<file path="config.mk">
export PLATFORM = sky130hd
export DESIGN_NAME = add_sub_chunked
export DESIGN_NICKNAME = d
export VERILOG_FILES = /design/src/rtl/add_sub_chunked.sv
export SDC_FILE = /design/constraint.sdc
export NUM_CORES = 1
export LEC_CHECK = 0
export BUFFER_PORTS_ARGS = -buffer_cell sky130_fd_sc_hd__buf_2
export CORE_ASPECT_RATIO = 1.25
export CORE_MARGIN = 2
export CORE_UTILIZATION = 57
export DETAILED_ROUTE_END_ITERATION = 8
export PLACE_DENSITY_LB_ADDON = 0.05
export SYNTH_ARGS = -nofsm -noshare
export SYNTH_HDL_FRONTEND = slang
export SYNTH_SLANG_ARGS = --single-unit
</file>
<file path="constraint.sdc">
create_clock -name clk -period 6.2 [get_ports clk]
set_clock_uncertainty 0.1 [all_clocks]
set_input_delay 0.93 -clock clk [delete_from_list [all_inputs] [get_ports clk]]
set_output_delay 0.93 -clock clk [all_outputs]
set_load 0.02 [all_outputs]
</file>
<file path="src/rtl/add_sub_chunked.sv">
// add_sub_chunked
//   Multi-cycle adder/subtractor for the CPU datapath. A WIDTH-bit operation
//   is processed CHUNK bits per clock, LSB chunk first. A registered carry
//   links the chunks, so an operation takes N = WIDTH/CHUNK cycles in RUN.
//   The FSM runs IDLE -> RUN -> DONE, with a one-cycle done pulse.
//   The result and the carry/zero/overflow flags are held until the next
//   operation completes. The enable input gates the visible outputs only.
//
//   Optional feature macro: ADD_SAT_EN
//     When defined, this adds input port sat, which is latched with start.
//     sat selects unsigned saturation of the result.

module add_sub_chunked #(
   parameter int WIDTH = 8,
   parameter int CHUNK = 4
) (
   input  logic             clk,
   input  logic             rst,
   input  logic             start,
   input  logic             sub,
   input  logic             cIn,
   input  logic [WIDTH-1:0] dIn0,
   input  logic [WIDTH-1:0] dIn1,
`ifdef ADD_SAT_EN
   input  logic             sat,
`endif
   input  logic             enable,
   output logic             busy,
   output logic             done,
   output logic [WIDTH-1:0] dOut,
   output logic             cOut,
   output logic             zero,
   output logic             ovf
);

   localparam int N     = WIDTH / CHUNK;
   localparam int IDX_W = (N > 1) ? $clog2(N) : 1;
   localparam logic [IDX_W-1:0] LAST_IDX = IDX_W'(N - 1);

   if ((WIDTH % CHUNK) != 0 || CHUNK < 1) begin : g_bad_params
      $error("add_sub_chunked: WIDTH must be a positive multiple of CHUNK");
   end

   typedef enum logic [1:0] {
      S_IDLE = 2'd0,
      S_RUN  = 2'd1,
      S_DONE = 2'd2
   } state_t;

   state_t            r_state;
   state_t            w_state_next;

   // Latched operation: operand A, operand B after optional inversion,
   // running chunk carry, chunk index and partially assembled sum.
   logic [WIDTH-1:0]  r_a;
   logic [WIDTH-1:0]  r_b;
   logic              r_carry;
   logic [IDX_W-1:0]  r_idx;
   logic [WIDTH-1:0]  r_sum;
`ifdef ADD_SAT_EN
   logic              r_sub;
   logic              r_sat;
`endif

   // Held result and flags, as seen by the accumulator.
   logic [WIDTH-1:0]  r_dout;
   logic              r_cout;
   logic              r_zero;
   logic              r_ovf;

   logic              w_accept;
   logic              w_last;
   logic [CHUNK-1:0]  w_a_chunk;
   logic [CHUNK-1:0]  w_b_chunk;
   logic [CHUNK:0]    w_chunk_full;
   logic [WIDTH-1:0]  w_sum_next;
   logic              w_carry_out;
   logic              w_ovf;
   logic [WIDTH-1:0]  w_result;

   // A start request is honoured only when no operation is in flight.
   // This also gives back-to-back operations out of DONE.
   assign w_accept = start && ((r_state == S_IDLE) || (r_state == S_DONE));
   assign w_last   = (r_state == S_RUN) && (r_idx == LAST_IDX);

   // State register with synchronous reset.
   always_ff @(posedge clk) begin
      // NOTE: every register in a clocked block is written with <=.
      // Then all flops see pre-edge values, whatever the statement order.
      if (rst) begin
         r_state <= S_IDLE;
      end else begin
         r_state <= w_state_next;
      end
   end

   // Next-state logic.
   always_comb begin
      // NOTE: a default is assigned before the case statement.
      // This way no path leaves w_state_next unassigned, so no latch is inferred.
      w_state_next = r_state;
      unique case (r_state)
         S_IDLE:  if (start) w_state_next = S_RUN;
         S_RUN:   if (r_idx == LAST_IDX) w_state_next = S_DONE;
         S_DONE:  w_state_next = start ? S_RUN : S_IDLE;
         default: w_state_next = S_IDLE;
      endcase
   end

   // One chunk of the addition, plus the result as it will look after this chunk.
   always_comb begin
      w_a_chunk    = r_a[int'(r_idx)*CHUNK +: CHUNK];
      w_b_chunk    = r_b[int'(r_idx)*CHUNK +: CHUNK];
      w_chunk_full = {1'b0, w_a_chunk} + {1'b0, w_b_chunk} + (CHUNK+1)'(r_carry);
      w_sum_next   = r_sum;
      w_sum_next[int'(r_idx)*CHUNK +: CHUNK] = w_chunk_full[CHUNK-1:0];
      w_carry_out  = w_chunk_full[CHUNK];
   end

   // Final flags and optional saturation; only meaningful on the last chunk.
   always_comb begin
      // B is already post-inversion, so this is the plain same-sign rule.
      w_ovf    = (r_a[WIDTH-1] == r_b[WIDTH-1]) && (w_sum_next[WIDTH-1] != r_a[WIDTH-1]);
      w_result = w_sum_next;
`ifdef ADD_SAT_EN
      if (r_sat) begin
         if (!r_sub && w_carry_out) begin
            w_result = '1;
         end else if (r_sub && !w_carry_out) begin
            w_result = '0;
         end
      end
`endif
   end

   // Operand latch and chunk sequencing.
   always_ff @(posedge clk) begin
      // NOTE: these working registers are deliberately not reset.
      // Every accepted start reloads them before they are read.
      // Also, reset forces the FSM to IDLE, so stale contents are never used.
      if (w_accept) begin
         r_a     <= dIn0;
         r_b     <= sub ? ~dIn1 : dIn1;
         r_carry <= sub ? ~cIn : cIn;
         r_idx   <= '0;
`ifdef ADD_SAT_EN
         r_sub   <= sub;
         r_sat   <= sat;
`endif
      end else if (r_state == S_RUN) begin
         r_sum   <= w_sum_next;
         r_carry <= w_carry_out;
         if (!w_last) begin
            r_idx <= r_idx + IDX_W'(1);
         end
      end
   end

   // Result and flag registers.
   // They are cleared by reset, and updated only on the RUN -> DONE edge.
   always_ff @(posedge clk) begin
      if (rst) begin
         r_dout <= '0;
         r_cout <= 1'b0;
         r_zero <= 1'b0;
         r_ovf  <= 1'b0;
      end else if (w_last) begin
         r_dout <= w_result;
         r_cout <= w_carry_out;
         r_zero <= (w_result == '0);
         r_ovf  <= w_ovf;
      end
   end

   assign busy = (r_state == S_RUN);
   assign done = (r_state == S_DONE);
   assign dOut = enable ? r_dout : '0;
   assign cOut = enable & r_cout;
   assign zero = enable & r_zero;
   assign ovf  = enable & r_ovf;

endmodule

</file>
### Word-level counts from Yosys, hierarchy flattened

Cells that the tools add are included.

| word-level totals | value |
|---|---|
| bits in read-only memories | 0 |
| word-level logic and storage cells | 51 |
| memory bits (writable) | 0 |
| register bits | 39 |
| output and inout bits | 13 |
| bits of input ports | 22 |
| memories | 0 |
| latch bits | 0 |

| cells by class | value |
|---|---|
| reduce and logical (&&, ||, !) cells | 10 |
| div/mod/pow operators | 0 |
| bitwise gates (word level) | 7 |
| equality and inequality tests | 6 |
| add/sub/neg operators | 4 |
| $mul | 0 |
| muxes and demuxes | 10 |
| magnitude comparators | 0 |
| shift operators | 4 |

Operators with widths:

| kind | number |
|---|---|
| $neg A3 Y33 | 1 |
| $shift A4 B33 Y8 const A | 1 |
| $shiftx A4 B33 Y8 | 1 |
| $mux W8 | 2 |
| $shiftx A8 B4 Y4 | 2 |
| $bwmux W8 | 1 |
| $logic_not A8 Y1 | 1 |
| $not A8 Y8 | 1 |
| $pmux W2 S3 | 1 |
| $reduce_and A2 Y1 | 3 |
| $add A4 B4 Y5 | 1 |
| $add A5 B1 Y5 | 1 |
| $mux W1 | 4 |
| $mux W2 | 2 |
| $and A1 B1 Y1 | 3 |
| $logic_and A1 B1 Y1 | 3 |
| $not A1 Y1 | 3 |
| $eq A2 B1 Y1 const B | 1 |
| $eq A2 B2 Y1 const B | 1 |
| $logic_not A2 Y1 | 1 |
| $ne A2 B1 Y1 const B | 1 |
| $ne A2 B2 Y1 const B | 1 |
| $reduce_bool A2 Y1 | 1 |
| $add A1 B1 Y1 const B | 1 |
| other kinds (3) | 3 |

### Longest topological paths before layout

| logic depth | value |
|---|---|
| depth in word-level cells | 7 |
| gate-level depth with buffers | 9 |
| gate-level depth less buffers | 8 |

### Worst setup path before layout

No wires, ideal clock.

| timing | value |
|---|---|
| kind | register to register |
| start | reg r_idx |
| end | reg r_sum[3] (data pin) |
| setup time | 260 ps |
| path slack | 3,654 ps |
| stages on the path, launching flop included | 8 |
| path buffers | 1 |
| period minus slack after synthesis | 2,546 ps |
| required time | 5,840 ps |
| arrival time | 2,187 ps |
| cells stage by stage | dfxtp_1 > buf_2 > mux2_2 > ha_1 > and3b_1 > or3_4 > and2_4 > mux2_2 |

| between the ends | value |
|---|---|
| cells in the longest elaborated chain, start to end | 5 |
| elaborated cells on any way between the ends | 8 |
| classes of those cells | add/sub (3); shift (4); mux (1) |

RTL lines:

| item | RTL line | text |
|---|---|---|
| start, declared | 58 | `logic [IDX_W-1:0] r_idx;` |
| start signal, assigned | 154 | `r_idx <= r_idx + IDX_W'(1);` |
| $shiftx A8 B4 Y4 (on tied branches) | 112, 113 |  |
| $add A4 B4 Y5 | 114 | `w_chunk_full = {1'b0, w_a_chunk} + {1'b0, w_b_chunk} + (CHUNK+1)'(r_carry);` |
| $add A5 B1 Y5 | 114 |  |
| $shiftx A4 B33 Y8 | 116 | `w_sum_next[int'(r_idx)*CHUNK +: CHUNK] = w_chunk_full[CHUNK-1:0];` |
| $bwmux W8 (*) | 116 |  |
| named net w_result[3] | 79 | `logic [WIDTH-1:0] w_result;` |
| end signal, assigned | 151 | `r_sum <= w_sum_next;` |
| end, declared | 59 | `logic [WIDTH-1:0] r_sum;` |

The timed path passes the listed nets; every way through them passes the cells marked *.
A chain may end at the register's enable or synchronous reset.

### Worst setup path after layout

Ends and elaborated chain as after synthesis.

==> PnR_summary.wiki <==
{| class="wikitable"
! Metric !! Value
|-
| Result of the run || completed
|-
| FF-to-FF Start || r_idx
|-
| Synth cell types || 33
|-
| Most used standard cell by instance count after synthesis || edfxtp_1
|-
| Post-synth ARST share || 0
|-
| DRC errors left || 0
|-
| Overall routed net length || 2.63 mm
|-
| Fraction of power spent switching nets || 0.285
|-
| Minimum setup slack in the final design || 3270 ps
|-
| Max H-tree Level || 2
|-
| Number of enable flip-flop cells after synthesis || 22
|-
| Area added between synthesis and finish || 13.9%
|-
| Number of vias after detailed routing || 1110
|-
| Clock latency on the worst-skew pair || 340 ps
|-
| N_diodes || 0
|-
| Switching power of the nets || 0.156 mW
|-
| Prevailing post-synth register cell || edfxtp_1
|-
| Number of core rows || 22
|-
| Cell with the largest stage delay on the worst path || dfxtp_1
|-
| Final-report hold violation count || 0
|-
| Required time reported for the critical path endpoint || 6200 ps
|-
| Longest individual stage delay on the worst path || 800 ps
|-
| Complex-gate fraction of the synthesized area || 0.0853
|-
| # fillers || 259
|-
| Leakage power of the design || 0.815 nW
|-
| Worst-case vdd ir drop || 0.157 mV
|-
| Sort of element at the end of the critical path || flop
|-
| GRT Util Overall || 0.188
|-
| Power share of the sequential group || 0.544
|-
| Data arrival time at the worst-slack endpoint || 2930 ps
|-
| Vias per Instance || 5.16
|-
| Post-synthesis instance area || 1690 um^2
|-
| Fraction of power consumed by the clock network || 0.211
|-
| Post-synth top area share || 0.392
|-
| Number of ports placed on the die boundary || 35
|-
| CP most frequent cell || mux2_2
|-
| Xor and xnor area share after synthesis || 0.0519
|-
| CTS resizes || 0
|-
| Leftover overflow at the end of global routing || 0
|-
| Busiest layer in global routing || met2
|-
| Worst setup endpoint || r_sum[3]
|-
| HPWL after detailed placement || 2.02 mm
|-
| Antenna viol nets, final || 0
|-
| Via count of the first global-routing pass || 1073
|-
| Hold_buf cts || 0
|-
| Unrepaired setup endpoints after global routing || false
|-
| Clock root buffer || clkbuf_4
|-
| Tot Pwr || 0.549 mW
|-
| Max Root-Sink Buffers || 2
|-
| Max cap viols || 0
|-
| Final TNS setup || 0 ps
|-
| Register bit total from synthesis || 36
|-
| Wire per inst || 12.2 um
|-
| Number of clock sinks || 36
|-
| Total die area || 3410 um^2
|-
| Number of antenna violations at the first check in global routing || 0
|-
| Combinational family with the most area after synthesis || simple AND/OR/NAND/NOR gates
|-
| Fraction of the cycle the final worst path needs || 0.472
|-
| Element type at the critical path start || flop
|-
| Post-synthesis average cell area || 11.8 um^2
|-
| Share of synthesized area spent on multiplexers || 0.0712
|-
| Die outline height || 64.8 um
|-
| Clock slew seen by the registers of the worst setup and hold paths || 100 ps
|-
| Max transition margin || 0.522
|-
| Ratio of cells with drive above 1 in the final layout || 0.307
|-
| Met2 GRT Util || 0.316
|-
| Routing usage on met1 || 0.200
|-
| Worst setup path class || flop to flop
|-
| Final cell utilization of the core || 0.665
|-
| Post-layout net count || 205
|-
| Largest fanout on the critical path || 20
|-
| Detailed-router iteration count before antenna repair || 4
|-
| Core box area || 2890 um^2
|-
| Synthesized instance count || 143
|-
| Critical Path, Cell by Cell || mux2_2, ha_1, and3b_1, or3_4, and2_4, mux2_2
|-
| Number of slew-limit violations in the final report || 0
|-
| TritonCTS clock tree || done
|-
| Wire length of the first global-routing pass || 4.55 mm
|-
| Warnings, synthesis || 0
|-
| R2R depth || 6
|-
| Most frequent cells after synthesis || edfxtp_1, nand2_1, dfxtp_1
|-
| Internal Pwr Total || 0.393 mW
|-
| Number of setup buffers added after CTS || 0
|-
| Cell taking the most area after synthesis || edfxtp_1
|-
| Placer Congestion || 0.771
|-
| Transition time of the tightest slew-check pin || 716 ps
|-
| Largest cells by area after synthesis || edfxtp_1, dfxtp_1, mux2_2
|-
| Synth Net Count || 170
|-
| Die span in x || 52.7 um
|-
| Maximum clock frequency || 341 MHz
|-
| Number of buffers inserted during clock tree synthesis || 5
|-
| Worst setup path startpoint || r_idx
|-
| Met3 Resource Use GR || 0.0691
|-
| Share of synthesized cell area in full adder, half adder and majority cells || 0.0460
|-
| Final-report setup violation count || 0
|-
| Placement-stage worst setup slack || 3290 ps
|-
| Power Dens Cells || 286 nW/um^2
|-
| Combinational cell fraction of total power || 0.245
|-
| Sequential element share of the synthesized area || 0.558
|-
| Port Buffers || 34
|-
| Shortest period the worst path allows || 2930 ps
|-
| Worst min-delay path category || flop to flop
|-
| Largest net degree at the start of global routing || 21
|-
| Initial core utilization || 0.584
|-
| Simple-gate share of the synthesized area || 0.161
|-
| Violation count after the first detailed-routing iteration || 14
|-
| Endpoint of the worst-slack reg-to-reg timing path || r_sum[3]
|-
| R2r setup slk || 3270 ps
|}
[layer usage]
metal	share of wire	wire (um)
met1	0.39	1020
met2	0.52	1380
met3	0.057	150
met4	0.029	75
met5	0	0
[cell type report]
type	count	area (um^2)	share of cell area
clock inverters	1	5.00	0.00260
well taps	36	45.0	0.0234
clock buffers	7	45.0	0.0234
inverters	4	15.0	0.00781
multi-input cells	97	701	0.365
flip-flops and latches	36	941	0.490
repair buffers	34	170	0.0885
[worst max-delay path, delay by kind of cell (launching register included)]
family	cells	cell delay, ps
fa+ha+maj	1	350
flops	1	800
mux	2	660
simple gates	3	780
[power by group through the flow]
stage	Clock [mW]	Combinational, mW	Sequential, mW
floorplan	0	0.110	0.295
global route	0.133	0.149	0.303
detailed placement	0	0.135	0.305
finish	0.116	0.135	0.299
CTS	0.120	0.136	0.299
global placement	0	0.129	0.304
[state kept, by name, indices dropped and copies added, names as in the netlist]
signal	cells
r_b	8
r_a	8
r_cout	1
r_zero	1
r_state	2
r_sum	5
r_dout	8
r_ovf	1
r_idx	1
r_carry	1
[metrics by stage]
step           std cells  instance area, um^2  hold WS (ps)
6_report             215                 1920           359
5_1_grt              215                 1920           385
4_1_cts              215                 1920           360
3_5_place_dp         207                 1870           346
3_3_place_gp         207                 1870           338
2_1_floorplan        143                 1690           332
[placed cells by master (no fill, tap or decap), types with 3 or more instances in the layout]
master	count
edfxtp_1	22
nand2b_1	3
mux2_2	8
nand2_1	16
clkbuf_4	5
xor2_1	9
buf_2	34
dfxtp_1	14
mux2i_1	3
ha_1	3
inv_1	4
nor2_1	8
a21oi_1	10
and2_1	12
a21o_2	3
[worst min-delay path by stage]
stage	to	depth (start not counted)	from	slack (ps)
2_1_floorplan	r_dout[0]	2	r_dout[0]	330
3_3_place_gp	r_dout[1]	2	r_dout[1]	340
3_5_place_dp	r_dout[2]	2	r_dout[2]	350
4_1_cts	r_dout[2]	2	r_dout[2]	360
5_1_grt	r_dout[0]	2	r_dout[0]	380
6_report	r_dout[2]	2	r_dout[2]	360
[cell families (layout without fill, tap and decap cells)]
family | Yosys count | count (layout)
simple gates | 50 | 50
fa+ha+maj | 5 | 5
flops | 36 | 36
compound gates | 21 | 21
buf+inv | 10 | 46
mux | 11 | 11
xor+xnor | 10 | 10
Note: power is estimated with default switching activity, not from simulation.
